## src/rtl/vga_tile_renderer.sv

```systemverilog
// vga_tile_renderer: VGA timing generator feeding a 3-stage tile-map pixel pipeline
// (address -> tile fetch -> colour), all state advancing on pix_en.
module vga_tile_renderer #(
   parameter int         H_ACTIVE   = 640,
   parameter int         H_FP       = 16,
   parameter int         H_SYNC     = 96,
   parameter int         H_BP       = 48,
   parameter int         V_ACTIVE   = 480,
   parameter int         V_FP       = 10,
   parameter int         V_SYNC     = 2,
   parameter int         V_BP       = 29,
   parameter bit         SYNC_POL   = 1'b0,
   parameter int         TILE_SHIFT = 4,
   parameter int         BOARD_W    = 40,
   parameter int         BOARD_H    = 30,
   parameter logic [7:0] BORDER_RGB = 8'h00
) (
   input  logic                  clk,
   input  logic                  rst,
   input  logic                  pix_en,
   output logic [5:0]            board_x,
   output logic [5:0]            board_y,
   input  logic [2:0]            board_data,
   output logic [2:0]            tile_state,
   output logic [TILE_SHIFT-1:0] tile_rel_x,
   output logic [TILE_SHIFT-1:0] tile_rel_y,
   input  logic [7:0]            sprite_rgb,
   output logic [2:0]            red,
   output logic [2:0]            green,
   output logic [1:0]            blue,
   output logic                  hsync,
   output logic                  vsync,
   output logic                  frame_start
);
   localparam int H_TOTAL = H_ACTIVE + H_FP + H_SYNC + H_BP;
   localparam int V_TOTAL = V_ACTIVE + V_FP + V_SYNC + V_BP;
   localparam int HW = $clog2(H_TOTAL);
   localparam int VW = $clog2(V_TOTAL);
   localparam logic [HW-1:0] H_LAST = HW'(H_TOTAL - 1);
   localparam logic [HW-1:0] HA     = HW'(H_ACTIVE);
   localparam logic [HW-1:0] HS0    = HW'(H_ACTIVE + H_FP);
   localparam logic [HW-1:0] HS1    = HW'(H_ACTIVE + H_FP + H_SYNC);
   localparam logic [HW-1:0] BW     = HW'(BOARD_W);
   localparam logic [VW-1:0] V_LAST = VW'(V_TOTAL - 1);
   localparam logic [VW-1:0] VA     = VW'(V_ACTIVE);
   localparam logic [VW-1:0] VS0    = VW'(V_ACTIVE + V_FP);
   localparam logic [VW-1:0] VS1    = VW'(V_ACTIVE + V_FP + V_SYNC);
   localparam logic [VW-1:0] BH     = VW'(BOARD_H);

   logic [HW-1:0] hc, bx_w;
   logic [VW-1:0] vc, by_w;
   logic act, inb, hs_raw, vs_raw;
   logic act1, inb1, hs1, vs1, fs1;
   logic act2, inb2, hs2, vs2, fs2;
   logic [TILE_SHIFT-1:0] rx1, ry1;

   // Sync flags travel the pipeline as "active" booleans; polarity is applied at the output.
   assign bx_w   = hc >> TILE_SHIFT;
   assign by_w   = vc >> TILE_SHIFT;
   assign act    = (hc < HA) && (vc < VA);
   assign inb    = act && (bx_w < BW) && (by_w < BH);
   assign hs_raw = (hc >= HS0) && (hc < HS1);
   assign vs_raw = (vc >= VS0) && (vc < VS1);

   always_ff @(posedge clk) begin
      if (rst) begin
         hc          <= '0;
         vc          <= '0;
         {act1, inb1, hs1, vs1, fs1} <= '0;
         {act2, inb2, hs2, vs2, fs2} <= '0;
         board_x     <= '0;
         board_y     <= '0;
         rx1         <= '0;
         ry1         <= '0;
         tile_state  <= '0;
         tile_rel_x  <= '0;
         tile_rel_y  <= '0;
         {blue, green, red} <= '0;
         hsync       <= ~SYNC_POL;
         vsync       <= ~SYNC_POL;
         frame_start <= 1'b0;
      end else begin
         frame_start <= pix_en & fs2;
         if (pix_en) begin
            hc <= (hc == H_LAST) ? '0 : hc + 1'b1;
            if (hc == H_LAST) vc <= (vc == V_LAST) ? '0 : vc + 1'b1;
            board_x    <= inb ? 6'(bx_w) : 6'd0;
            board_y    <= inb ? 6'(by_w) : 6'd0;
            rx1        <= hc[TILE_SHIFT-1:0];
            ry1        <= vc[TILE_SHIFT-1:0];
            act1       <= act;
            inb1       <= inb;
            hs1        <= hs_raw;
            vs1        <= vs_raw;
            fs1        <= (hc == '0) && (vc == '0);
            tile_state <= inb1 ? board_data : 3'd0;
            tile_rel_x <= rx1;
            tile_rel_y <= ry1;
            act2       <= act1;
            inb2       <= inb1;
            hs2        <= hs1;
            vs2        <= vs1;
            fs2        <= fs1;
            {blue, green, red} <= inb2 ? sprite_rgb : act2 ? BORDER_RGB : 8'h00;
            hsync      <= hs2 ? SYNC_POL : ~SYNC_POL;
            vsync      <= vs2 ? SYNC_POL : ~SYNC_POL;
         end
      end
   end
endmodule

```

## config.mk

```make
export PLATFORM = sky130hd
export DESIGN_NAME = vga_tile_renderer
export DESIGN_NICKNAME = d
export VERILOG_FILES = /design/src/rtl/vga_tile_renderer.sv
export SDC_FILE = /design/constraint.sdc
export NUM_CORES = 1
export LEC_CHECK = 0
export BUFFER_PORTS_ARGS = -buffer_cell sky130_fd_sc_hd__buf_2
export CAP_MARGIN = 15
export CORE_ASPECT_RATIO = 0.75
export CORE_MARGIN = 8
export CORE_UTILIZATION = 34
export CTS_CLUSTER_SIZE = 25
export DETAILED_ROUTE_END_ITERATION = 8
export SLEW_MARGIN = 15
export SYNTH_ARGS = -nofsm -noshare
export SYNTH_HDL_FRONTEND = slang
export SYNTH_SLANG_ARGS = --single-unit
```

## constraint.sdc

```tcl
create_clock -name clk -period 3.4 [get_ports clk]
set_clock_uncertainty 0.1 [all_clocks]
set_input_delay 0.51 -clock clk [delete_from_list [all_inputs] [get_ports clk]]
set_output_delay 0.51 -clock clk [all_outputs]
set_load 0.02 [all_outputs]
```

After elaboration in Yosys (flattened, before gate mapping)

Index checks and enable logic that the tools add are counted.

Shifts and indexed selects: 0
Muxes and demuxes: 8
Order comparisons: 8
Divide/modulo/power cells: 0
Multipliers: 0
Eq/ne operators: 2
Bitwise operators: 1
Reduce and logical (&&, ||, !) cells: 9
$add $sub $neg: 2

Operators with widths:

| kind                  | number |
|---|---|
| $add 10x1->10 const B | 2 |
| $eq 10x10->1 const B  | 2 |
| $logic_not 10->1      | 2 |
| $lt 10x10->1 const B  | 2 |
| $lt 10x9->1 const B   | 2 |
| $mux 10               | 2 |
| $mux 6                | 2 |
| $ge 10x10->1 const B  | 1 |
| $ge 10x9->1 const B   | 1 |
| $mux 8                | 1 |
| $logic_and 1x1->1     | 6 |
| $lt 6x5->1 const B    | 1 |
| $lt 6x6->1 const B    | 1 |
| $mux 3                | 1 |
| $mux 1                | 2 |
| $reduce_and 2->1      | 1 |
| $and 1x1->1           | 1 |

Input bits: 14
Bits in latches: 0
Register bits: 70
Memories: 0
ROM bits: 0
RAM bits: 0

Longest topological paths before layout

Depth in word-level cells: 5
Gate-level depth with buffers: 7
Gate-level depth less buffers: 5

Worst setup path before layout

OpenSTA, ideal clock, no wires.

Kind: input port to flip-flop
Start point: input pix_en
End point: register vc[6]
Data arrival time: 1,982 ps
Required time: 3,227 ps
Setup time: 73 ps
Cell stages on the path: 6
Setup slack: 1,245 ps
Cell sequence: buf_2 -> nand4_2 -> or3_1 -> buf_2 -> or4_1 -> a21oi_1

Cells in the longest elaborated chain, start to end: 1

RTL lines:

| item                       | line | RTL |
|---|---|---|
| start, declared            | 20   | `input logic pix_en,` |
| $reduce_and 2->1 (no line) | -    |  |
| end signal, assigned       | 86   | `if (hc == H_LAST) vc <= (vc == V_LAST) ? '0 : vc + 1'b1;` |
| end, declared              | 51   | `logic [VW-1:0] vc, by_w;` |

Every way passes these cells.
A chain may end at the register's enable or synchronous reset.

Worst setup path after layout

Start point: register hc[0]
End point: register vc[8]

Cells in the longest elaborated chain, start to end: 2

RTL lines:

| item                       | line | RTL |
|---|---|---|
| start, declared            | 50   | `logic [HW-1:0] hc, bx_w;` |
| start signal, assigned     | 85   | `hc <= (hc == H_LAST) ? '0 : hc + 1'b1;` |
| $eq 10x10->1               | 86   |  |
| $reduce_and 2->1 (no line) | -    |  |

Every way passes these cells.

==> metrics.csv <==
stage,metric,value,unit
status,outcome,finished clean,
route,routed len/inst,14.1,um
min_path,HP Start,sprite_rgb[5],
clock_network,post-CTS resize count,0,
clock_network,CTS root buffer,clkbuf_8,
floorplan,Starting Density,34.4,%
final_layout,Diodes inserted,0,
logic_synthesis,ranking of synthesized cells by area,"dfxtp_1 (49%), mux2i_1 (7.4%), nor2_1 (5.0%)",
floorplan,# IOs,48,
grt,initial antenna violation count,0,
final_layout,final net count,361,
final_layout,most frequent cells in the layout,"dfxtp_1 (70), buf_2 (47), nor2_1 (38)",
clock_network,CTS H-tree depth,3,
logic_synthesis,top_reg_cell synth,dfxtp_1,
logic_synthesis,Syn Nets,322,
critical_path,Worst Path Arrival,2.49,ns
grt,first-pass GRT wire length,10800,um
power_and_ir_drop,LEAKAGE,1.43,nW
timing,Sum Neg Setup Slack,0,ns
route,DRC viols,0,
critical_path,Critical Path RT,3.50,ns
timing,minimum clock period,2.39,ns
route,DR pass1 iterations,4,
place,Routability Congestion,0.878,
floorplan,total core area,8270,um2
critical_path,CP Capture Type,register,
timing,slew at the pin with the worst max-slew slack,0.862,ns
timing,setup ws final,1.01,ns
floorplan,die width,122,um
logic_synthesis,"area leader, netlist",dfxtp_1,
grt,gr ovfl total,0,
timing,Final period util,70.3,%
clock_network,Num Clock Sinks,70,
critical_path,worst-path fanout max,10,
clock_network,clk buf depth,2,
timing,Slew headroom,42.1,%
logic_synthesis,Post-synth ARST share,0,%
final_layout,area grow syn2layout,18.5,%
clock_network,Setup Buffers After CTS,0,
critical_path,Worst setup SP type,register,
logic_synthesis,Post-synth EDFFs,0,
clock_network,"Reg clk slew, reported paths",0.08,ns
timing,unrepaired setup endpoints after global routing,no,
grt,Total GRT Usage,11.7,%
logic_synthesis,Netlist cell types,42,
route,post-route ant nets,0,
place,Placement Setup Slack,1.03,ns
power_and_ir_drop,Worst VDD drop,0.164,mV
logic_synthesis,"flops & latches, synth",70,
clock_network,CTS tree,done,
route,initial DRC count,123,
route,vias per inst,4.83,
floorplan,Die Y,95.2,um
floorplan,die area,11600,um2
route,final WL,6440,um
timing,final setup violation count,0,
floorplan,Rows,29,
logic_synthesis,Syn Area/Cell,9.36,um2
power_and_ir_drop,PD cells,487,nW/um2
clock_network,CTS hold repair buffers,0,
final_layout,fill count,844,
logic_synthesis,Ys Warns,0,
timing,f_max,418,MHz
timing,Slew Limit Fails,0,
grt,pin count of the biggest net entering global routing,54,
logic_synthesis,register area share after synthesis,49.3,%
critical_path,R2R Path Start,hc[0],
critical_path,Worst setup startpoint,hc[0],
min_path,HP Class,in2reg,
place,DPL Wire Length,4490,um
critical_path,critical path type,reg2reg,
grt,number of global-route vias before repair,2181,
route,total number of vias,2201,
final_layout,"most common cell after layout, fill and taps aside",dfxtp_1,
clock_network,clk_lat worst skew,0.34,ns
final_layout,layout cell share with drive strength beyond 1,21.6,%
job,# Max-Cap Violations,0,
logic_synthesis,Syn Inst Count,304,
clock_network,CTS buffer count,9,
timing,"Hold Vio Cnt, Final",0,
logic_synthesis,post-synthesis cell area,2840,um2
logic_synthesis,top cell type's share of synthesized area,49.3,%
place,port bufs,47,
final cells by class:
class / count / area [um2] / share of cell area, %
multi-input combinational: 203 / 1320 / 39.1
timing repair buffer: 51 / 265 / 7.87
tap: 108 / 135 / 4.01
clock buffer: 9 / 124 / 3.67
sequential: 70 / 1400 / 41.6
inverter: 8 / 30.0 / 0.891
clock inverter: 7 / 97.6 / 2.90
per-layer routing:
layer	track usage, %	vias to the layer above	share of wire (%)
met5	0	-	0
met4	5.02	0	1.4
met3	4.85	9	6.8
met2	17.3	42	43
met1	14.8	1020	49
li1	-	1130	-
logic make-up after synthesis:
kind of cell,synth area share (%)
mux,7.39
compound gates,9.33
xor+xnor,3.39
simple gates,24.2
flops,49.3
fa+ha+maj,1.76
buf+inv,4.62
cells in the mapped netlist (2+ instances only):
cell type and instances:
or3_2 2, a21oi_1 20, xnor2_1 7, nor2_1 38
buf_2 5, nand2b_1 8, nand4_1 3, and2_1 2
and3_1 4, a22o_1 9, buf_1 4, nand3_1 14
nor3_1 12, clkbuf_1 12, or3_1 3, dfxtp_1 70
ha_1 4, mux2i_1 21, nor4_1 7, nor2b_1 8
inv_1 8, nand4b_1 2, nand2_1 12, o21ai_0 7
xor2_1 4, o31ai_1 2
registers in the layout, summed over array words and instances, names as in the netlist, 2 cells and up:
register    flops
board_y         6
board_x         6
red             3
tile_rel_x      4
green           3
tile_state      3
ry1             4
vc             10
hc             10
blue            2
rx1             4
tile_rel_y      4
metrics by stage:
step	power [W]	area, um2	std cells	hold slack, ns	util [%]
after floorplan	0.000901	2840	304	0.325	-
after global placement	0.000925	3150	440	0.337	38.1
after detailed placement	0.000927	3150	440	0.341	38.1
after CTS	0.00166	3370	456	0.268	40.7
after global routing	0.00171	3370	456	0.286	40.7
final	0.00164	3370	456	0.285	40.7
power breakdown:
| group | total [W] | switching (W) | internal (W) |
|---|---|---|---|
| clock network | 0.000735 | 0.000320 | 0.000415 |
| logic | 0.0000712 | 0.0000447 | 0.0000265 |
| registers | 0.000836 | 0.00000723 | 0.000828 |
| total | 0.00164 | 0.000372 | 0.00127 |
worst max-delay path: stages, from the launching register on:
cell and delay [ns]:
dfxtp_1 0.41, ha_1 0.25, nand4_2 0.29, or3_1 0.50
o21ai_0 0.59, a21oi_1 0.10
final timing paths:
kind / slack, ns / to / cells past startpoint
worst max-delay path: 1.01 / vc[8] / 5
worst min-delay path: 0.29 / green[2] / 3
worst min register to register: 0.36 / board_y[5] / 1
worst max register to register: 1.01 / vc[8] / 5
(Power assumes the default switching activity.)
